[config.mk]
export PLATFORM = sky130hd
export DESIGN_NAME = multicycle_seq_flat
export DESIGN_NICKNAME = d
export VERILOG_FILES = /design/src/rtl/multicycle_seq_if.sv /design/src/rtl/multicycle_seq.sv /design/src/flat_wrapper.sv
export SDC_FILE = /design/constraint.sdc
export NUM_CORES = 1
export LEC_CHECK = 0
export ABC_AREA = 1
export BUFFER_PORTS_ARGS = -buffer_cell sky130_fd_sc_hd__buf_2
export CAP_MARGIN = 40
export CORE_MARGIN = 1
export CORE_UTILIZATION = 54
export CTS_CLUSTER_SIZE = 28
export DETAILED_ROUTE_END_ITERATION = 8
export HOLD_SLACK_MARGIN = 0.12
export PLACE_DENSITY = 0.81
export SLEW_MARGIN = 20
export SYNTH_ARGS = -nofsm -noshare
export SYNTH_HDL_FRONTEND = slang
export SYNTH_SLANG_ARGS = --single-unit
[constraint.sdc]
create_clock -name clk -period 2 [get_ports clk]
set_input_delay 0.5 -clock clk [delete_from_list [all_inputs] [get_ports clk]]
set_output_delay 0.5 -clock clk [all_outputs]
set_load 0.1 [all_outputs]
[src/rtl/multicycle_seq_if.sv]
// -----------------------------------------------------------------------------
// multicycle_seq_if
//   Bundles the sequencer's run/decode inputs, the memory handshake and the
//   datapath control strobes.
//
//   master : sequencer side (drives strobes, status, counter)
//   slave  : datapath / memory side (drives run, opcode, br_taken,
//            mem_ready, clear_trap)
//
//   Signals:
//     run        level, permits execution, sampled at instruction boundaries
//     opcode     IR[6:0], valid from DECODE onward
//     br_taken   branch outcome, valid in EXEC
//     mem_ready  memory completes the current request this cycle
//     clear_trap leaves TRAP
//     mem_req / mem_we / addr_sel          memory port control
//     ir_we / mdr_we / rf_we / pc_we       load strobes
//     pc_sel     0 = PC+4, 1 = branch target
//     retire     one pulse per completed instruction
//     busy / trap / err_code / state       status
//     instret    retired-instruction count
// -----------------------------------------------------------------------------
interface multicycle_seq_if #(
    parameter int INSTRET_W = 32
);
    logic                 run;
    logic [6:0]           opcode;
    logic                 br_taken;
    logic                 mem_ready;
    logic                 clear_trap;

    logic                 mem_req;
    logic                 mem_we;
    logic                 addr_sel;
    logic                 ir_we;
    logic                 mdr_we;
    logic                 rf_we;
    logic                 pc_we;
    logic                 pc_sel;
    logic                 retire;
    logic                 busy;
    logic                 trap;
    logic [1:0]           err_code;
    logic [2:0]           state;
    logic [INSTRET_W-1:0] instret;

    modport master (
        input  run, opcode, br_taken, mem_ready, clear_trap,
        output mem_req, mem_we, addr_sel, ir_we, mdr_we, rf_we, pc_we, pc_sel,
               retire, busy, trap, err_code, state, instret
    );

    modport slave (
        output run, opcode, br_taken, mem_ready, clear_trap,
        input  mem_req, mem_we, addr_sel, ir_we, mdr_we, rf_we, pc_we, pc_sel,
               retire, busy, trap, err_code, state, instret
    );
endinterface

[src/rtl/multicycle_seq.sv]
// -----------------------------------------------------------------------------
// multicycle_seq
//   Multi-cycle sequencer for the RV32I datapath. Steps one instruction through
//   FETCH, DECODE, EXEC, MEM and WB so fetch and load/store share one memory
//   port. Adds a memory-handshake timeout, an illegal-opcode trap and a
//   retired-instruction counter.
//
//   Parameters:
//     TIMEOUT   cycles mem_req may wait for mem_ready before trapping (0 = off)
//     INSTRET_W width of the retired-instruction counter
//
//   Ports:
//     clk  system clock, rising edge
//     rst  asynchronous, active-high reset
//     bus  multicycle_seq_if.master (handshake, strobes, status, instret)
//
//   Strobes are Mealy outputs of the state register and mem_ready.
// -----------------------------------------------------------------------------
module multicycle_seq #(
    parameter int TIMEOUT   = 16,
    parameter int INSTRET_W = 32
) (
    input  logic               clk,
    input  logic               rst,
    multicycle_seq_if.master   bus
);

    typedef enum logic [2:0] {
        S_IDLE   = 3'd0,
        S_FETCH  = 3'd1,
        S_DECODE = 3'd2,
        S_EXEC   = 3'd3,
        S_MEM    = 3'd4,
        S_WB     = 3'd5,
        S_TRAP   = 3'd7
    } state_e;

    typedef enum logic [2:0] {
        C_R      = 3'd0,
        C_I      = 3'd1,
        C_LOAD   = 3'd2,
        C_STORE  = 3'd3,
        C_LUI    = 3'd4,
        C_BRANCH = 3'd5
    } cls_e;

    typedef enum logic [1:0] {
        E_NONE    = 2'd0,
        E_TIMEOUT = 2'd1,
        E_ILLEGAL = 2'd2
    } err_e;

    localparam bit                TMO_EN   = (TIMEOUT > 0);
    localparam int                CNT_W    = (TIMEOUT > 1) ? $clog2(TIMEOUT) : 1;
    // Count of wait cycles already spent when the current one is the last allowed.
    localparam logic [CNT_W-1:0]  CNT_LAST = CNT_W'(TMO_EN ? TIMEOUT - 1 : 0);

    state_e                state_q, state_d;
    cls_e                  cls_q, cls_d;
    err_e                  err_q, err_d;
    logic [CNT_W-1:0]      tmo_q, tmo_d;
    logic [INSTRET_W-1:0]  instret_q;

    logic mem_req, mem_we, addr_sel, ir_we, mdr_we, rf_we, pc_we, pc_sel, retire;
    logic tmo_hit;
    state_e boundary;

    assign tmo_hit  = TMO_EN && (tmo_q == CNT_LAST);
    // Next state after an instruction completes; run is only honoured here.
    assign boundary = bus.run ? S_FETCH : S_IDLE;

    // NOTE: every output and next-state variable gets a default before the case,
    // so no path through this block can leave one unassigned and infer a latch.
    always_comb begin
        state_d  = state_q;
        cls_d    = cls_q;
        err_d    = err_q;
        tmo_d    = '0;
        mem_req  = 1'b0;
        mem_we   = 1'b0;
        addr_sel = 1'b0;
        ir_we    = 1'b0;
        mdr_we   = 1'b0;
        rf_we    = 1'b0;
        pc_we    = 1'b0;
        pc_sel   = 1'b0;
        retire   = 1'b0;

        unique case (state_q)
            S_IDLE: begin
                if (bus.run) state_d = S_FETCH;
            end

            S_FETCH: begin
                mem_req = 1'b1;
                if (bus.mem_ready) begin
                    ir_we   = 1'b1;
                    state_d = S_DECODE;
                end else if (tmo_hit) begin
                    state_d = S_TRAP;
                    err_d   = E_TIMEOUT;
                end else if (TMO_EN) begin
                    tmo_d = tmo_q + CNT_W'(1);
                end
            end

            S_DECODE: begin
                state_d = S_EXEC;
                unique case (bus.opcode)
                    7'b0110011: cls_d = C_R;
                    7'b0010011: cls_d = C_I;
                    7'b0000011: cls_d = C_LOAD;
                    7'b0100011: cls_d = C_STORE;
                    7'b0110111: cls_d = C_LUI;
                    7'b1100011: cls_d = C_BRANCH;
                    default: begin
                        state_d = S_TRAP;
                        err_d   = E_ILLEGAL;
                    end
                endcase
            end

            S_EXEC: begin
                unique case (cls_q)
                    C_BRANCH: begin
                        pc_we   = 1'b1;
                        pc_sel  = bus.br_taken;
                        retire  = 1'b1;
                        state_d = boundary;
                    end
                    C_LOAD, C_STORE: state_d = S_MEM;
                    default:         state_d = S_WB;
                endcase
            end

            S_MEM: begin
                mem_req  = 1'b1;
                addr_sel = 1'b1;
                mem_we   = (cls_q == C_STORE);
                if (bus.mem_ready) begin
                    if (cls_q == C_STORE) begin
                        pc_we   = 1'b1;
                        retire  = 1'b1;
                        state_d = boundary;
                    end else begin
                        mdr_we  = 1'b1;
                        state_d = S_WB;
                    end
                end else if (tmo_hit) begin
                    state_d = S_TRAP;
                    err_d   = E_TIMEOUT;
                end else if (TMO_EN) begin
                    tmo_d = tmo_q + CNT_W'(1);
                end
            end

            S_WB: begin
                rf_we   = 1'b1;
                pc_we   = 1'b1;
                retire  = 1'b1;
                state_d = boundary;
            end

            S_TRAP: begin
                if (bus.clear_trap) begin
                    state_d = S_IDLE;
                    err_d   = E_NONE;
                end
            end

            default: state_d = S_IDLE;
        endcase
    end

    // NOTE: sequential state uses non-blocking assignments so every register
    // samples the pre-edge values, independent of statement order.
    always_ff @(posedge clk or posedge rst) begin
        if (rst) begin
            state_q   <= S_IDLE;
            cls_q     <= C_R;
            err_q     <= E_NONE;
            tmo_q     <= '0;
            instret_q <= '0;
        end else begin
            state_q <= state_d;
            cls_q   <= cls_d;
            err_q   <= err_d;
            tmo_q   <= tmo_d;
            if (retire) instret_q <= instret_q + INSTRET_W'(1);
        end
    end

    assign bus.mem_req  = mem_req;
    assign bus.mem_we   = mem_we;
    assign bus.addr_sel = addr_sel;
    assign bus.ir_we    = ir_we;
    assign bus.mdr_we   = mdr_we;
    assign bus.rf_we    = rf_we;
    assign bus.pc_we    = pc_we;
    assign bus.pc_sel   = pc_sel;
    assign bus.retire   = retire;
    assign bus.busy     = (state_q != S_IDLE) && (state_q != S_TRAP);
    assign bus.trap     = (state_q == S_TRAP);
    assign bus.err_code = err_q;
    assign bus.state    = state_q;
    assign bus.instret  = instret_q;

endmodule

[src/flat_wrapper.sv]
// flat-port wrapper written by rule: the top's interface ports become plain ports
module multicycle_seq_flat 
#(
    parameter int TIMEOUT   = 16,
    parameter int INSTRET_W = 32
)
  (clk, rst, bus_run, bus_opcode, bus_br_taken, bus_mem_ready, bus_clear_trap, bus_mem_req, bus_mem_we, bus_addr_sel, bus_ir_we, bus_mdr_we, bus_rf_we, bus_pc_we, bus_pc_sel, bus_retire, bus_busy, bus_trap, bus_err_code, bus_state, bus_instret);
  multicycle_seq_if #(.INSTRET_W(INSTRET_W)) bus_i ();
  input  logic clk;
  input  logic rst;
  input wire logic [$bits(bus_i.run)-1:0] bus_run;
  input wire logic [$bits(bus_i.opcode)-1:0] bus_opcode;
  input wire logic [$bits(bus_i.br_taken)-1:0] bus_br_taken;
  input wire logic [$bits(bus_i.mem_ready)-1:0] bus_mem_ready;
  input wire logic [$bits(bus_i.clear_trap)-1:0] bus_clear_trap;
  output wire logic [$bits(bus_i.mem_req)-1:0] bus_mem_req;
  output wire logic [$bits(bus_i.mem_we)-1:0] bus_mem_we;
  output wire logic [$bits(bus_i.addr_sel)-1:0] bus_addr_sel;
  output wire logic [$bits(bus_i.ir_we)-1:0] bus_ir_we;
  output wire logic [$bits(bus_i.mdr_we)-1:0] bus_mdr_we;
  output wire logic [$bits(bus_i.rf_we)-1:0] bus_rf_we;
  output wire logic [$bits(bus_i.pc_we)-1:0] bus_pc_we;
  output wire logic [$bits(bus_i.pc_sel)-1:0] bus_pc_sel;
  output wire logic [$bits(bus_i.retire)-1:0] bus_retire;
  output wire logic [$bits(bus_i.busy)-1:0] bus_busy;
  output wire logic [$bits(bus_i.trap)-1:0] bus_trap;
  output wire logic [$bits(bus_i.err_code)-1:0] bus_err_code;
  output wire logic [$bits(bus_i.state)-1:0] bus_state;
  output wire logic [$bits(bus_i.instret)-1:0] bus_instret;
  assign bus_i.run = bus_run;
  assign bus_i.opcode = bus_opcode;
  assign bus_i.br_taken = bus_br_taken;
  assign bus_i.mem_ready = bus_mem_ready;
  assign bus_i.clear_trap = bus_clear_trap;
  assign bus_mem_req = bus_i.mem_req;
  assign bus_mem_we = bus_i.mem_we;
  assign bus_addr_sel = bus_i.addr_sel;
  assign bus_ir_we = bus_i.ir_we;
  assign bus_mdr_we = bus_i.mdr_we;
  assign bus_rf_we = bus_i.rf_we;
  assign bus_pc_we = bus_i.pc_we;
  assign bus_pc_sel = bus_i.pc_sel;
  assign bus_retire = bus_i.retire;
  assign bus_busy = bus_i.busy;
  assign bus_trap = bus_i.trap;
  assign bus_err_code = bus_i.err_code;
  assign bus_state = bus_i.state;
  assign bus_instret = bus_i.instret;
  multicycle_seq #(.TIMEOUT(TIMEOUT), .INSTRET_W(INSTRET_W)) u_core (.clk(clk), .rst(rst), .bus(bus_i));
endmodule
* Word-level counts from Yosys, hierarchy flattened *
Index checks and enable logic that the tools add are counted.
Widths: inputs -> output; s select.

word-level totals
  register bits = 44
  output and inout bits = 48
  logic and storage cells = 74
  input bits = 13

operators by class
  reductions and logical operators = 11
  muxes and demuxes = 34
  add/subtract/negate cells = 2
  equal/unequal tests = 22

operators with widths
  kind                   number
  $add 32x1->32 const B  1
  $eq 7x6->1 const B     3
  $mux 3                 7
  $pmux 3 s7             1
  $pmux 3 s6             1
  $mux 1                 15
  $eq 3x2->1 const B     4
  $eq 3x3->1 const B     4
  $mux 4                 3
  $mux 2                 4
  $ne 2x2->1 const B     4
  $eq 7x2->1 const B     1
  $eq 7x5->1 const B     1
  $eq 7x7->1 const B     1
  $pmux 2 s3             1
  $pmux 3 s2             1
  $reduce_bool 3->1      2
  $reduce_bool 6->1      1
  $reduce_or 6->1        1
  $reduce_and 5->1       1
  $add 4x1->4 const B    1
  $eq 4x4->1 const B     1
  $reduce_and 2->1       2
  $reduce_or 2->1        2
  6 further kinds        6

* Depth between registers and ports, before layout *
Gate-level depths: netlist of the first run.

  depth after elaboration = 4
  gate-level depth with buffers = 10
  gate-level depth less buffers = 10

* Worst setup path before layout of the first run *
No wires, ideal clock.

  path type = reg-to-output
  start = register u_core.state_q[0], in the netlist u_core.bus.state[0]
  end = output port bus_mem_we
  data arrival time = 3243 ps
  cell stages (with the launch flop) = 4
  slack = -1743 ps
  required time = 1500 ps
  path through = dfrtp_1 nor2_2 nand2_2 nor3_1

between the ends
  word-level cells in the longest chain between the ends = 2

ends and longest elaborated chain
  item                    line                   RTL
  from (decl)             multicycle_seq.sv:58   state_e state_q, state_d;
  from (signal assigned)  multicycle_seq.sv:185  state_q <= state_d;
  $eq 3x3->1              multicycle_seq.sv:89   unique case (state_q)
  $mux 1                  multicycle_seq.sv:89
  to (decl)               flat_wrapper.sv:17     output wire logic [$bits(bus_i.mem_we)-1:0] bus_mem_we;

No other way between the ends.

* Final worst setup path of the first run *
  start = register u_core.state_q[1], in the netlist u_core.bus.state[1]
  end = output port bus_pc_we

between the ends
  word-level cells in the longest chain between the ends = 2
  elaborated cells on any way between the ends = 4
  those cells by class = eq/ne: 3; mux: 1

ends and longest elaborated chain
  item                                      line                  RTL
  $eq 3x3->1 or $eq 3x2->1 (tied branches)  multicycle_seq.sv:89
  $pmux 1 s3 (*)                            multicycle_seq.sv:89
  to (decl)                                 flat_wrapper.sv:22    output wire logic [$bits(bus_i.pc_we)-1:0] bus_pc_we;

Every way passes the cells marked *; elsewhere a longest branch is shown, timed or not.

==> results of run 1 <==
## repair_timing
item                                    in CTS  in global routing
pin swaps                                    4                  0
endpoints found under the setup margin       5                  6
buffers inserted                             6                  1
gates resized for setup                      5                  4
## cell families (layout without fill, tap and decap cells)
kind of cell             Yosys count  count (layout)  share of synthesized area
buffers and inverters             51             127                     0.0798
AND/OR/NAND/NOR                  266             266                      0.412
adder cells (fa/ha/maj)            2               2                    0.00922
flip-flops                        44              44                      0.406
XOR/XNOR                          19              19                     0.0613
AO/OA/AOI/OAI                     17              17                     0.0314
## worst min-delay path by stage
stage,from,endpoint,slack [ns],cells past startpoint
detailed placement,u_core.tmo_q[0]$_DFF_PP0_,u_core.tmo_q[0]$_DFF_PP0_,0.45,1
global route,rst,u_core.tmo_q[0]$_DFF_PP0_,0.24,3
global placement,u_core.tmo_q[0]$_DFF_PP0_,u_core.tmo_q[0]$_DFF_PP0_,0.45,1
CTS,rst,u_core.bus.instret[4]$_DFFE_PP0P_,0.23,3
finish,rst,u_core.bus.instret[8]$_DFFE_PP0P_,0.22,3
floorplan,u_core.tmo_q[0]$_DFF_PP0_,u_core.tmo_q[0]$_DFF_PP0_,0.43,1
## state kept, by name (all words and copies together), names as in the netlist
signal	cells
u_core.tmo_q	4
u_core.cls_q	3
u_core.bus.instret	32
u_core.bus.state	3
u_core.bus.err_code	2
## critical path, stage by stage, from the launching register on
cell	delay, ns
dfrtp_4	0.52
nor2_4	0.16
nand2_4	0.12
clkinv_8	0.06
nand3_4	0.06
nand2_4	0.10
buf_12	0.18
## through the flow
stage          cell area, µm²   util
2_1_floorplan            2830      -
3_3_place_gp             3350  0.699
3_5_place_dp             3350  0.699
4_1_cts                  3550  0.741
5_1_grt                  3560  0.745
6_report                 3560  0.745
## cells in the mapped netlist, drive strengths merged
cell type  count
clkinv         1
xor2           4
nand2        147
a21oi          7
nor2          68
inv           45
dfrtp         44
xnor2         15
and3           1
ha             2
nand3b         6
nand3         33
nand4          6
nor3           5
buf            5
o21ai         10
## final cells by class
class,count,area (µm²)
clock buffers,6,72.6
clock inverters,2,60.1
fillers,386,1220
inverters,46,193
multi-input cells,304,1480
flip-flops and latches,44,1120
well taps,67,83.8
repair buffers,73,563
## power by group
part | switching [mW] | internal (mW)
combinational | 1.89 | 0.693
sequential | 0.161 | 1.04
clock | 0.301 | 0.499
## routing by layer
layer | global-route usage | share of wire
met5 | 0 | 0
met4 | 0.0850 | 0.0075
met3 | 0.0359 | 0.049
met2 | 0.436 | 0.48
met1 | 0.367 | 0.46
==> results.json, run 1 <==
{
  "port_buffers": 60,
  "power_density_nw_per_um2": 1290,
  "clock_skew_ns": 0.0128,
  "yosysSeqAreaShare": 0.406,
  "finalWorstSetupSlack_ns": 0.00988,
  "cp-endpoint": "bus_pc_we",
  "ys_types": 24,
  "diodes": 0,
  "synth_fp_nets": 414,
  "worst_hold_slack_ns": 0.218,
  "track_usage": 0.267,
  "post-route-period-util": 0.995,
  "worst_setup_path_end_kind": "primary output",
  "wirelength_um": 6650,
  "insertion_delay_ns": 0.30,
  "grt_max_degree": 45,
  "regToRegEndpoint": "u_core.bus.instret[14]$_DFFE_PP0P_",
  "yosysTopAreaCellShare": 0.406,
  "clk_path_buf_depth": 2,
  "avgRoutedWirePerCell_um": 12.3,
  "antenna_found_initial": 0,
  "worstPathArrival_ns": 1.49,
  "grt_pass1_wl_um": 10900,
  "rows": 25,
  "grt_pass1_vias": 2458,
  "finalPower_mw": 4.59,
  "synth.area.top_cells": "dfrtp_1 (41%), nand2_1 (20%), nor2_1 (8.9%), inv_1 (5.8%), nand3_1 (5.7%)",
  "vias": 2713,
  "syn_to_final_growth_pct": 31.4,
  "mostFrequentLayoutCells": "nand2_1 (142), nor2_1 (60), buf_2 (49)",
  "cts-root-buf": "clkbuf_8",
  "stdcell_count": 542,
  "min_period_ns": 1.99,
  "cp_max_fo": 5,
  "worstSetupStartpointType": "register",
  "ios": 61,
  "r2r_cells": 11,
  "hold_viol": 0,
  "die_y_um": 72.9,
  "maxCapViolCount": 0,
  "synth_seq_cells": 44,
  "start_util": 0.567,
  "final_common_cell": "nand2_1",
  "place_hpwl_um": 5050,
  "maxSlewViolCount": 0,
  "syn-instance-count": 399,
  "avgSynthCellArea_um2": 6.80,
  "fmax_mhz": 502,
  "synth.cell_area_um2": 2710,
  "crit_start": "u_core.bus.state[1]$_DFFE_PP0P_",
  "grt_overflow": 0,
  "critPathKind": "register to primary output",
  "setup-tns-final_ns": 0,
  "synth.largest_area_cell": "dfrtp_1",
  "fin_nets": 489,
  "drt_first_pass_iters": 4,
  "tightest_slew_ns": 0.517,
  "place_inst": 527,
  "leakage_nw": 1.76,
  "routabilityCongestion": 0.920,
  "clk_pin_slew_ns": 0.09,
  "ir_drop_v": 0.000982,
  "tritoncts": "done",
  "ant_nets": 0,
  "die_area_um2": 5310,
  "drive_gt1_frac": 0.232,
  "rr_startpoint": "u_core.bus.state[1]$_DFFE_PP0P_",
  "routed_via_density": 5.01,
  "cts_max_level": 2,
  "holdBufCountCts": 0,
  "rsz0062_at_grt": "yes",
  "setup_viol": 0,
  "drt-initial-drc-count": 181,
  "numCtsBuffers": 5,
  "yosysWarnings": 0,
  "die_w_um": 72.9,
  "drc": 0,
  "min_path_type": "input port to asynchronous set/reset pin",
  "slew_headroom": 0.654,
  "status": "complete, no violations",
  "cp.required_ns": 1.50,
  "cts_sinks": 44,
  "core_um2": 4790,
  "dp_slack_ns": 0.162,
  "r2r_setup_slack_ns": 0.12
}
Power figures use the tool's default switching activity.
==> inputs of run 2 (changes only) <==
CELL_PAD_IN_SITES_DETAIL_PLACEMENT = 2   (was unset)
CELL_PAD_IN_SITES_GLOBAL_PLACEMENT = 2   (was unset)
CORE_UTILIZATION = 29   (was 54)
PLACE_DENSITY = 0.8   (was 0.81)
==> run 2 against run 1 <==
Net effect:
- worst hold slack got worse by 0.027 ns
- worst setup slack lost 0.20 ns
- routed wire length is 72% higher
- via count up 11%
- sequential share of layout area shrank 1.6 points
- sequential cell count unchanged
- critical path type unchanged
- the flow now finishes with violations (setup timing)
- design area is 5.4% higher
- largest cell class unchanged
- global-route usage fell by 4.3 points
- first-iteration DRC count decreased by 62%
==> results.json, run 2 (synthesis results as in run 1) <==
{
  "tritoncts": "done",
  "drt_first_pass_iters": 4,
  "wirelength_um": 11400,
  "grt_pass1_vias": 3173,
  "rsz0062_at_grt": "yes",
  "cts_sinks": 44,
  "setup_viol": 9,
  "min_period_ns": 2.19,
  "drt-initial-drc-count": 68,
  "post-route-period-util": 1.10,
  "routed_via_density": 5.05,
  "vias": 3014,
  "critPathKind": "register to primary output",
  "status": "finished with violations",
  "routabilityCongestion": 0.865,
  "cts-root-buf": "clkbuf_8",
  "final_common_cell": "nand2_1",
  "start_util": 0.305,
  "cp.required_ns": 1.50,
  "ios": 61,
  "die_area_um2": 9740,
  "grt_max_degree": 45,
  "grt_pass1_wl_um": 16900,
  "worst_setup_path_end_kind": "primary output",
  "finalPower_mw": 4.87,
  "fin_nets": 503,
  "insertion_delay_ns": 0.32,
  "utilization": 0.423,
  "fmax_mhz": 456,
  "place_hpwl_um": 7400,
  "antenna_found_initial": 0,
  "leakage_nw": 1.83,
  "ant_nets": 0,
  "clk_path_buf_depth": 2,
  "regToRegEndpoint": "u_core.bus.state[0]$_DFFE_PP0P_",
  "holdBufCountCts": 0,
  "diodes": 0,
  "maxCapViolCount": 0,
  "worstPathArrival_ns": 1.69,
  "grt_overflow": 0,
  "min_path_type": "input port to asynchronous set/reset pin",
  "syn_to_final_growth_pct": 38.6,
  "rows": 34,
  "rr_startpoint": "u_core.bus.state[0]$_DFFE_PP0P_",
  "finalWorstSetupSlack_ns": -0.194,
  "violations": "setup timing",
  "tightest_slew_ns": 0.518,
  "power_density_nw_per_um2": 1300,
  "slew_headroom": 0.657,
  "r2r_cells": 11,
  "hold_viol": 0,
  "drive_gt1_frac": 0.264,
  "r2r_setup_slack_ns": -0.07,
  "clock_skew_ns": 0.0106,
  "cp_max_fo": 4,
  "cts_max_level": 2,
  "numCtsBuffers": 5,
  "core_um2": 8890,
  "track_usage": 0.224,
  "die_y_um": 98.7,
  "ir_drop_v": 0.000874,
  "worstSetupStartpointType": "register",
  "largest_register_ff_count": 32,
  "die_w_um": 98.7,
  "drc": 0,
  "mostFrequentLayoutCells": "nand2_1 (142), nor2_1 (59), buf_2 (49)",
  "avgRoutedWirePerCell_um": 19.1,
  "clk_pin_slew_ns": 0.09,
  "maxSlewViolCount": 0,
  "port_buffers": 60
}
-- run 2: worst max-delay path: stages, from the launching register on --
cell	delay, ns
dfrtp_4	0.54
nor2_4	0.18
buf_4	0.14
buf_6	0.11
nand3_4	0.08
nor2_4	0.13
buf_12	0.18
-- run 2: metal layers --
layer  wire (µm)  global-route usage
met1        4930               0.283
met2        5780               0.400
met3         381              0.0262
met4         321              0.0654
met5           0                   0
-- run 2: repair_timing --
item,in CTS,in global routing
pin swaps,2,5
gates cloned,0,0
endpoints found under the setup margin,8,25
gates resized for setup,11,18
setup buffers,7,10
-- run 2: how the worst max path moves through the flow --
stage,startpoint,endpoint,slack (ns),cells past startpoint
after global placement,u_core.bus.state[1]$_DFFE_PP0P_,bus_pc_we,0.17,6
after global routing,u_core.bus.state[0]$_DFFE_PP0P_,bus_mdr_we,-0.25,6
after CTS,u_core.bus.state[0]$_DFFE_PP0P_,bus_mem_we,-0.11,5
after detailed placement,u_core.bus.state[1]$_DFFE_PP0P_,u_core.bus.instret[22]$_DFFE_PP0P_,0.11,9
after floorplan,u_core.bus.state[1]$_DFFE_PP0P_,bus_busy,-0.42,3
final,u_core.bus.state[0]$_DFFE_PP0P_,bus_mdr_we,-0.19,6
-- run 2: area by class of cell --
type,count,area (µm²)
clock buffer,7,76.3
fill,1061,5130
clock inverter,1,5.00
inverter,46,195
timing repair buffer,87,691
sequential,44,1120
tap,108,135
multi-input combinational,304,1540
-- run 2: power by group --
group / total [mW] / switching (mW) / internal (mW)
registers: 1.22 / 0.175 / 1.04
clock network: 0.602 / 0.355 / 0.247
logic: 3.05 / 2.16 / 0.882
total: 4.87 / 2.69 / 2.17
-- run 2: stage by stage --
| step | worst slack (ns) | hold WS [ns] | area, µm² | TNS, ns | instances |
|---|---|---|---|---|---|
| after floorplan | -0.421 | 0.433 | 2830 | -1.01 | 399 |
| after global placement | 0.171 | 0.452 | 3440 | 0 | 573 |
| after detailed placement | 0.109 | 0.468 | 3440 | 0 | 573 |
| after CTS | -0.113 | 0.234 | 3610 | -0.469 | 588 |
| after global routing | -0.249 | 0.213 | 3760 | -1.72 | 597 |
| final | -0.194 | 0.191 | 3760 | -0.950 | 597 |
